--- config.mk ---
export PLATFORM = sky130hd
export DESIGN_NAME = uart_rx_fifo
export DESIGN_NICKNAME = d
export VERILOG_FILES = /design/src/rtl/uart_rx_fifo.sv
export SDC_FILE = /design/constraint.sdc
export NUM_CORES = 1
export LEC_CHECK = 0
export CELL_PAD_IN_SITES_DETAIL_PLACEMENT = 1
export CELL_PAD_IN_SITES_GLOBAL_PLACEMENT = 2
export CORE_MARGIN = 10
export CORE_UTILIZATION = 30
export DETAILED_ROUTE_END_ITERATION = 8
export HOLD_SLACK_MARGIN = 0.15
export MAX_ROUTING_LAYER = met4
export PLACE_DENSITY = 0.62
export SLEW_MARGIN = 15
export SYNTH_ARGS = -nofsm -noshare
export SYNTH_HDL_FRONTEND = slang
export SYNTH_SLANG_ARGS = --single-unit
--- constraint.sdc ---
create_clock -name CLK -period 2.89 [get_ports CLK]
set_clock_uncertainty 0.05 [all_clocks]
set_input_delay 0.867 -clock CLK [delete_from_list [all_inputs] [get_ports CLK]]
set_output_delay 0.867 -clock CLK [all_outputs]
set_load 0.03 [all_outputs]
--- src/rtl/uart_rx_fifo.sv ---
// Oversampling UART receiver (configurable data/parity/stop) with 3-sample majority
// voting, false-start rejection and a first-word-fall-through receive FIFO.
`timescale 1ns/1ps
module uart_rx_fifo #(
   parameter int SYS_CLK_FREQ = 50,
   parameter int BAUDRATE     = 1000000,
   parameter int DATA_BITS    = 8,
   parameter int PARITY       = 0,
   parameter int STOP_BITS    = 1,
   parameter int FIFO_A       = 4
) (
   input  logic                 CLK,
   input  logic                 RST_X,
   input  logic                 RXD,
   output logic [DATA_BITS-1:0] DATA,
   output logic                 PERR,
   output logic                 FERR,
   output logic                 VALID,
   input  logic                 READY,
   output logic [FIFO_A:0]      COUNT,
   output logic                 OVERRUN,
   input  logic                 CLEAR
);
   localparam int BIT_CNT = SYS_CLK_FREQ * 1000000 / BAUDRATE;
   localparam int HALF    = BIT_CNT / 2;
   localparam int BCW     = $clog2(BIT_CNT);
   localparam int DEPTH   = 1 << FIFO_A;
   localparam int FW      = DATA_BITS + 2;

   typedef enum logic [2:0] {S_IDLE, S_START, S_DATA, S_PAR, S_STOP, S_BRK} state_t;

   state_t               state_q, state_d;
   logic                 sync1_q, sync2_q, rxp_q;
   logic [BCW-1:0]       bc_q, bc_d;
   logic                 s0_q, s0_d, s1_q, s1_d;
   logic [3:0]           idx_q, idx_d;
   logic                 stp_q, stp_d;
   logic [DATA_BITS-1:0] sh_q, sh_d;
   logic                 perr_q, perr_d, ferr_q, ferr_d;
   logic                 push_q, push_d;
   logic [FW-1:0]        wrd_q, wrd_d;
   logic                 rx, bc_wrap, dec, maj, par_calc, ferr_now;

   assign rx       = sync2_q;
   assign bc_wrap  = (bc_q == BCW'(BIT_CNT - 1));
   assign dec      = (bc_q == BCW'(HALF + 1));
   assign maj      = (s0_q & s1_q) | (s0_q & rx) | (s1_q & rx);
   assign par_calc = (PARITY == 1) ? ~^sh_q : ^sh_q;

   always_ff @(posedge CLK or negedge RST_X) begin
      if (!RST_X) begin
         sync1_q <= 1'b1;
         sync2_q <= 1'b1;
         rxp_q   <= 1'b1;
         state_q <= S_IDLE;
         bc_q    <= '0;
         s0_q    <= 1'b0;
         s1_q    <= 1'b0;
         idx_q   <= '0;
         stp_q   <= 1'b0;
         sh_q    <= '0;
         perr_q  <= 1'b0;
         ferr_q  <= 1'b0;
         push_q  <= 1'b0;
         wrd_q   <= '0;
      end else begin
         sync1_q <= RXD;
         sync2_q <= sync1_q;
         rxp_q   <= rx;
         state_q <= state_d;
         bc_q    <= bc_d;
         s0_q    <= s0_d;
         s1_q    <= s1_d;
         idx_q   <= idx_d;
         stp_q   <= stp_d;
         sh_q    <= sh_d;
         perr_q  <= perr_d;
         ferr_q  <= ferr_d;
         push_q  <= push_d;
         wrd_q   <= wrd_d;
      end
   end

   always_comb begin
      state_d  = state_q;
      bc_d     = bc_wrap ? '0 : bc_q + 1'b1;
      s0_d     = s0_q;
      s1_d     = s1_q;
      idx_d    = idx_q;
      stp_d    = stp_q;
      sh_d     = sh_q;
      perr_d   = perr_q;
      ferr_d   = ferr_q;
      push_d   = 1'b0;
      wrd_d    = wrd_q;
      ferr_now = ferr_q | ~maj;
      if (bc_q == BCW'(HALF - 1)) s0_d = rx;
      if (bc_q == BCW'(HALF))     s1_d = rx;
      case (state_q)
         S_IDLE: begin
            bc_d = '0;
            if (rxp_q && !rx) begin
               state_d = S_START;
               idx_d   = '0;
               stp_d   = 1'b0;
               perr_d  = 1'b0;
               ferr_d  = 1'b0;
            end
         end
         S_START: begin
            if (dec && maj) begin
               state_d = S_IDLE;
               bc_d    = '0;
            end else if (bc_wrap) begin
               state_d = S_DATA;
            end
         end
         S_DATA: begin
            if (dec) sh_d = {maj, sh_q[DATA_BITS-1:1]};
            if (bc_wrap) begin
               if (idx_q == 4'(DATA_BITS - 1)) state_d = (PARITY != 0) ? S_PAR : S_STOP;
               else                            idx_d   = idx_q + 1'b1;
            end
         end
         S_PAR: begin
            if (dec)     perr_d  = (maj != par_calc);
            if (bc_wrap) state_d = S_STOP;
         end
         S_STOP: begin
            if (dec) begin
               ferr_d = ferr_now;
               // Leave at the last stop decision, not at wrap, so a back-to-back start edge is seen.
               if (stp_q == 1'(STOP_BITS - 1)) begin
                  push_d  = 1'b1;
                  wrd_d   = {sh_q, perr_q, ferr_now};
                  state_d = ferr_now ? S_BRK : S_IDLE;
                  bc_d    = '0;
               end
            end
            if (bc_wrap) stp_d = 1'b1;
         end
         S_BRK: begin
            bc_d = '0;
            if (rx) state_d = S_IDLE;
         end
         default: state_d = S_IDLE;
      endcase
   end

   logic [FW-1:0]     mem_q [DEPTH];
   logic [FIFO_A-1:0] wp_q, wp_d, rp_q, rp_d;
   logic [FIFO_A:0]   cnt_q, cnt_d;
   logic              ovr_q, ovr_d;
   logic              pop, acc;

   assign VALID   = (cnt_q != '0);
   assign COUNT   = cnt_q;
   assign OVERRUN = ovr_q;
   assign pop     = VALID & READY;
   // A full FIFO still accepts when the head is leaving in the same cycle.
   assign acc     = push_q & ((cnt_q != (FIFO_A+1)'(DEPTH)) | pop);
   assign {DATA, PERR, FERR} = VALID ? mem_q[rp_q] : '0;

   always_comb begin
      wp_d  = acc ? wp_q + 1'b1 : wp_q;
      rp_d  = pop ? rp_q + 1'b1 : rp_q;
      cnt_d = cnt_q;
      if (acc && !pop)      cnt_d = cnt_q + 1'b1;
      else if (!acc && pop) cnt_d = cnt_q - 1'b1;
      ovr_d = ovr_q;
      if (push_q && !acc) ovr_d = 1'b1;
      else if (CLEAR)     ovr_d = 1'b0;
   end

   always_ff @(posedge CLK or negedge RST_X) begin
      if (!RST_X) begin
         wp_q  <= '0;
         rp_q  <= '0;
         cnt_q <= '0;
         ovr_q <= 1'b0;
      end else begin
         wp_q  <= wp_d;
         rp_q  <= rp_d;
         cnt_q <= cnt_d;
         ovr_q <= ovr_d;
      end
   end

   always_ff @(posedge CLK) begin
      if (acc) mem_q[wp_q] <= wrd_q;
   end
endmodule

==> results.md <==
* Worst path arrival time at 2.50 ns
* # diodes at 0
* Post-synth top area cell: edfxtp_1
* Sw Share at 27.5%
* Largest net degree at the start of global routing at 26
* Pins Over Slew Limit at 0
* Site row count at 62
* Top post-synthesis cells by area: edfxtp_1, dfrtp_1, mux4_2, mux2_2, ha_1
* RSZ-0062 raised after global routing: true
* Hpwl dp at 13200 µm
* Status: finished with violations
* Crit Path Max Fanout at 6
* Internal power at 0.00636 W
* Area of the core at 0.0289 mm²
* H-tree levels at 1
* Cell variety after synth at 47
* Num CTS Buffers at 25
* #FFs+latches synth at 214
* Normalized max-slew margin at 61.5%
* DRC viols at 0
* Final worst slack at -0.529 ns
* Layout cells sized above 1 at 33.3%
* Cell count after synthesis at 491
* Grt ovf at 0
* First-pass GRT wire length at 31100 µm
* Post-synth EDFFs at 160
* PortBufs at 21
* Vias after detailed routing at 4640
* Syn Area/Cell at 18.0 µm²
* Die Y-Extent at 192 µm
* DRT antenna net count at 0
* Maxcap violations at 0
* Slew at the pin closest to its max-slew limit at 0.572 ns
* Share of power burned in registers at 39.8%
* Synth warn at 0
* Hold crit path type: input pin to asynchronous set/reset pin
* Most used DFF post-synth: edfxtp_1
* Clock power frac at 36.6%
* DR pass1 iterations at 5
* Clock Pin Slew Worst Setup and Hold Paths at 0.06 ns
* CTS tree: built
* Clk sink count at 214
* Initial Utilization at 30.6%
* Worst setup path class: flop to output pin
* Fin nets at 596
* Setup violation total in the final timing report at 10
* Period utilization at 118%
* Leak Pwr at 4.39 nW
* Initial antenna violation count at 0
* Peak supply drop at 604 µV
* Routed wire length at 20000 µm
* Req. time, crit path at 1.97 ns
* Post-synth top area share at 54.4%
* Critical Path Start Type: flop
* Clk Latency, worst-skew pair at 0.53 ns
* GRT Overall Usage at 11.4%
* Ys async rst share at 25.2%
* Number of global-route vias before repair at 5053
* Gpl congestion at 0.737
* Via density at 4.74
* Final Critical Period at 3.42 ns
* Highest Clock Rate at 292 MHz
* Commonest non-fill, non-tap cells in the layout: edfxtp_1, dfrtp_1, mux4_2
* CTS max path bufs at 3
* Post-placement cell count at 926
* Non-filler cells, final at 978
* Sw Pwr at 0.00242 W
* Placed Area at 0.0100 mm²
* Worst Setup End Kind: output pin
* Mapped Area at 0.00884 mm²
* Routed len/inst at 20.5 µm
* DIE AREA at 0.0367 mm²
* Most common cell after layout, fill and taps aside: edfxtp_1
* Failing checks: negative setup slack
* Synth Net Count at 511
* Die Width at 192 µm
* Fill count at 2898
* Root buf cell: clkbuf_16
* Sequential area share after synthesis at 69.7%
* Dpl ws at -0.381 ns
* Layout area overhead at 25.0%
* Area of the multi-input gates at 0.00257 mm²
* # IOs at 22
* Final hold vios at 0
* Pwr Density at 795 mW/mm²
* Combinational share of power at 23.6%
* Reg area at 0.00616 mm²
* Initial DRC Count at 252
* Fin area at 0.0110 mm²
-- cells by family (layout without fill, tap and decap cells) --
kind of cell	Yosys count	count (layout)	share of synthesized area, %
xor+xnor	22	22	2.34
simple gates	99	99	5.96
mux	70	70	15.3
flops	214	214	69.7
fa+ha+maj	16	16	2.32
buf+inv	32	135	1.74
compound gates	38	38	2.63
-- through the flow --
stage	total power, W	setup TNS [ns]	hold WS (ns)	util, %
after floorplan	0.00461	0	0.295	-
after global placement	0.00536	-3.25	0.297	34.7
after detailed placement	0.00541	-3.79	0.299	34.7
after CTS	0.00894	-5.67	0.264	38.4
after global routing	0.00921	-5.79	0.289	38.3
final	0.00878	-5.01	0.266	38.3
-- layout make-up --
class / count / area share (%)
flip-flops and latches: 214 / 55.8
multi-input cells: 245 / 23.2
repair buffers: 78 / 8.61
clock buffers: 27 / 5.73
well taps: 384 / 4.35
clock inverters: 18 / 1.91
inverters: 12 / 0.408
-- per-layer routing --
| metal | GRT usage [%] | routed length (µm) | vias up |
|---|---|---|---|
| met4 | 2.94 | 384 | 0 |
| met2 | 19.7 | 10500 | 75 |
| met3 | 1.78 | 795 | 27 |
| met1 | 13.6 | 8390 | 2456 |
| met5 | - | 0 | - |
| li1 | - | - | 2082 |
-- power by group through the flow --
stage               clock network (W)  registers (W)  logic (W)
CTS                           0.00330        0.00348    0.00216
global placement                    0        0.00354    0.00182
finish                        0.00322        0.00349    0.00207
detailed placement                  0        0.00354    0.00187
floorplan                           0        0.00356    0.00105
global route                  0.00343        0.00351    0.00227
-- state kept, by name, summed over array words and instances, names as in the netlist, 4 cells and up --
register / cells
mem_q: 160
wrd_q: 10
sh_q: 8
bc_q: 6
COUNT: 5
idx_q: 4
rp_q: 4
wp_q: 4
-- cell usage after synthesis, types with 2 or more instances --
cell type / number
xnor2_1: 17
clkbuf_1: 12
buf_4: 5
inv_1: 11
edfxtp_1: 160
buf_6: 2
nor3_1: 4
o31ai_1: 3
mux2_2: 20
dfrtp_1: 51
a21oi_1: 5
nor4_1: 2
xor2_1: 4
nor2_1: 17
mux4_2: 50
o21ai_0: 15
a21o_1: 4
nand2_1: 25
nand2b_1: 6
nand4_1: 2
ha_1: 14
nor2b_1: 3
nor3b_1: 2
dfstp_2: 3
and3_1: 9
nand3_1: 3
o22ai_1: 2
and2_1: 20
o21a_1: 2
-- repair_timing --
action,CTS,global route
endpoints found under the setup margin,11,12
buffers inserted,5,1
pin swaps,10,0
hold buffers,0,0
cloned,3,0
resized for setup,59,4
-- path summary, 6_finish.rpt --
path,startpoint,end,slack [ns],depth (start not counted)
worst min register to register,sync1_q$_DFF_PN1_,rx$_DFF_PN1_,0.31,0
worst min-delay path,RST_X,bc_q[2]$_DFF_PN0_,0.27,1
worst max register to register,COUNT[3]$_DFFE_PN0P_,COUNT[4]$_DFFE_PN0P_,0.24,12
min in group CLK,sync1_q$_DFF_PN1_,rx$_DFF_PN1_,0.31,0
worst max-delay path,rp_q[0]$_DFFE_PN0P_,DATA[2],-0.53,6
max in group asynchronous,RST_X,push_q$_DFF_PN0_,1.97,2
-- worst max-delay path, stage by stage (launching register included) --
cell	delay [ns]
dfrtp_2	0.39
buf_12	0.15
buf_12	0.13
mux4_2	0.52
mux4_2	0.49
and2_4	0.16
buf_6	0.13
Power figures use the tool's default switching activity.
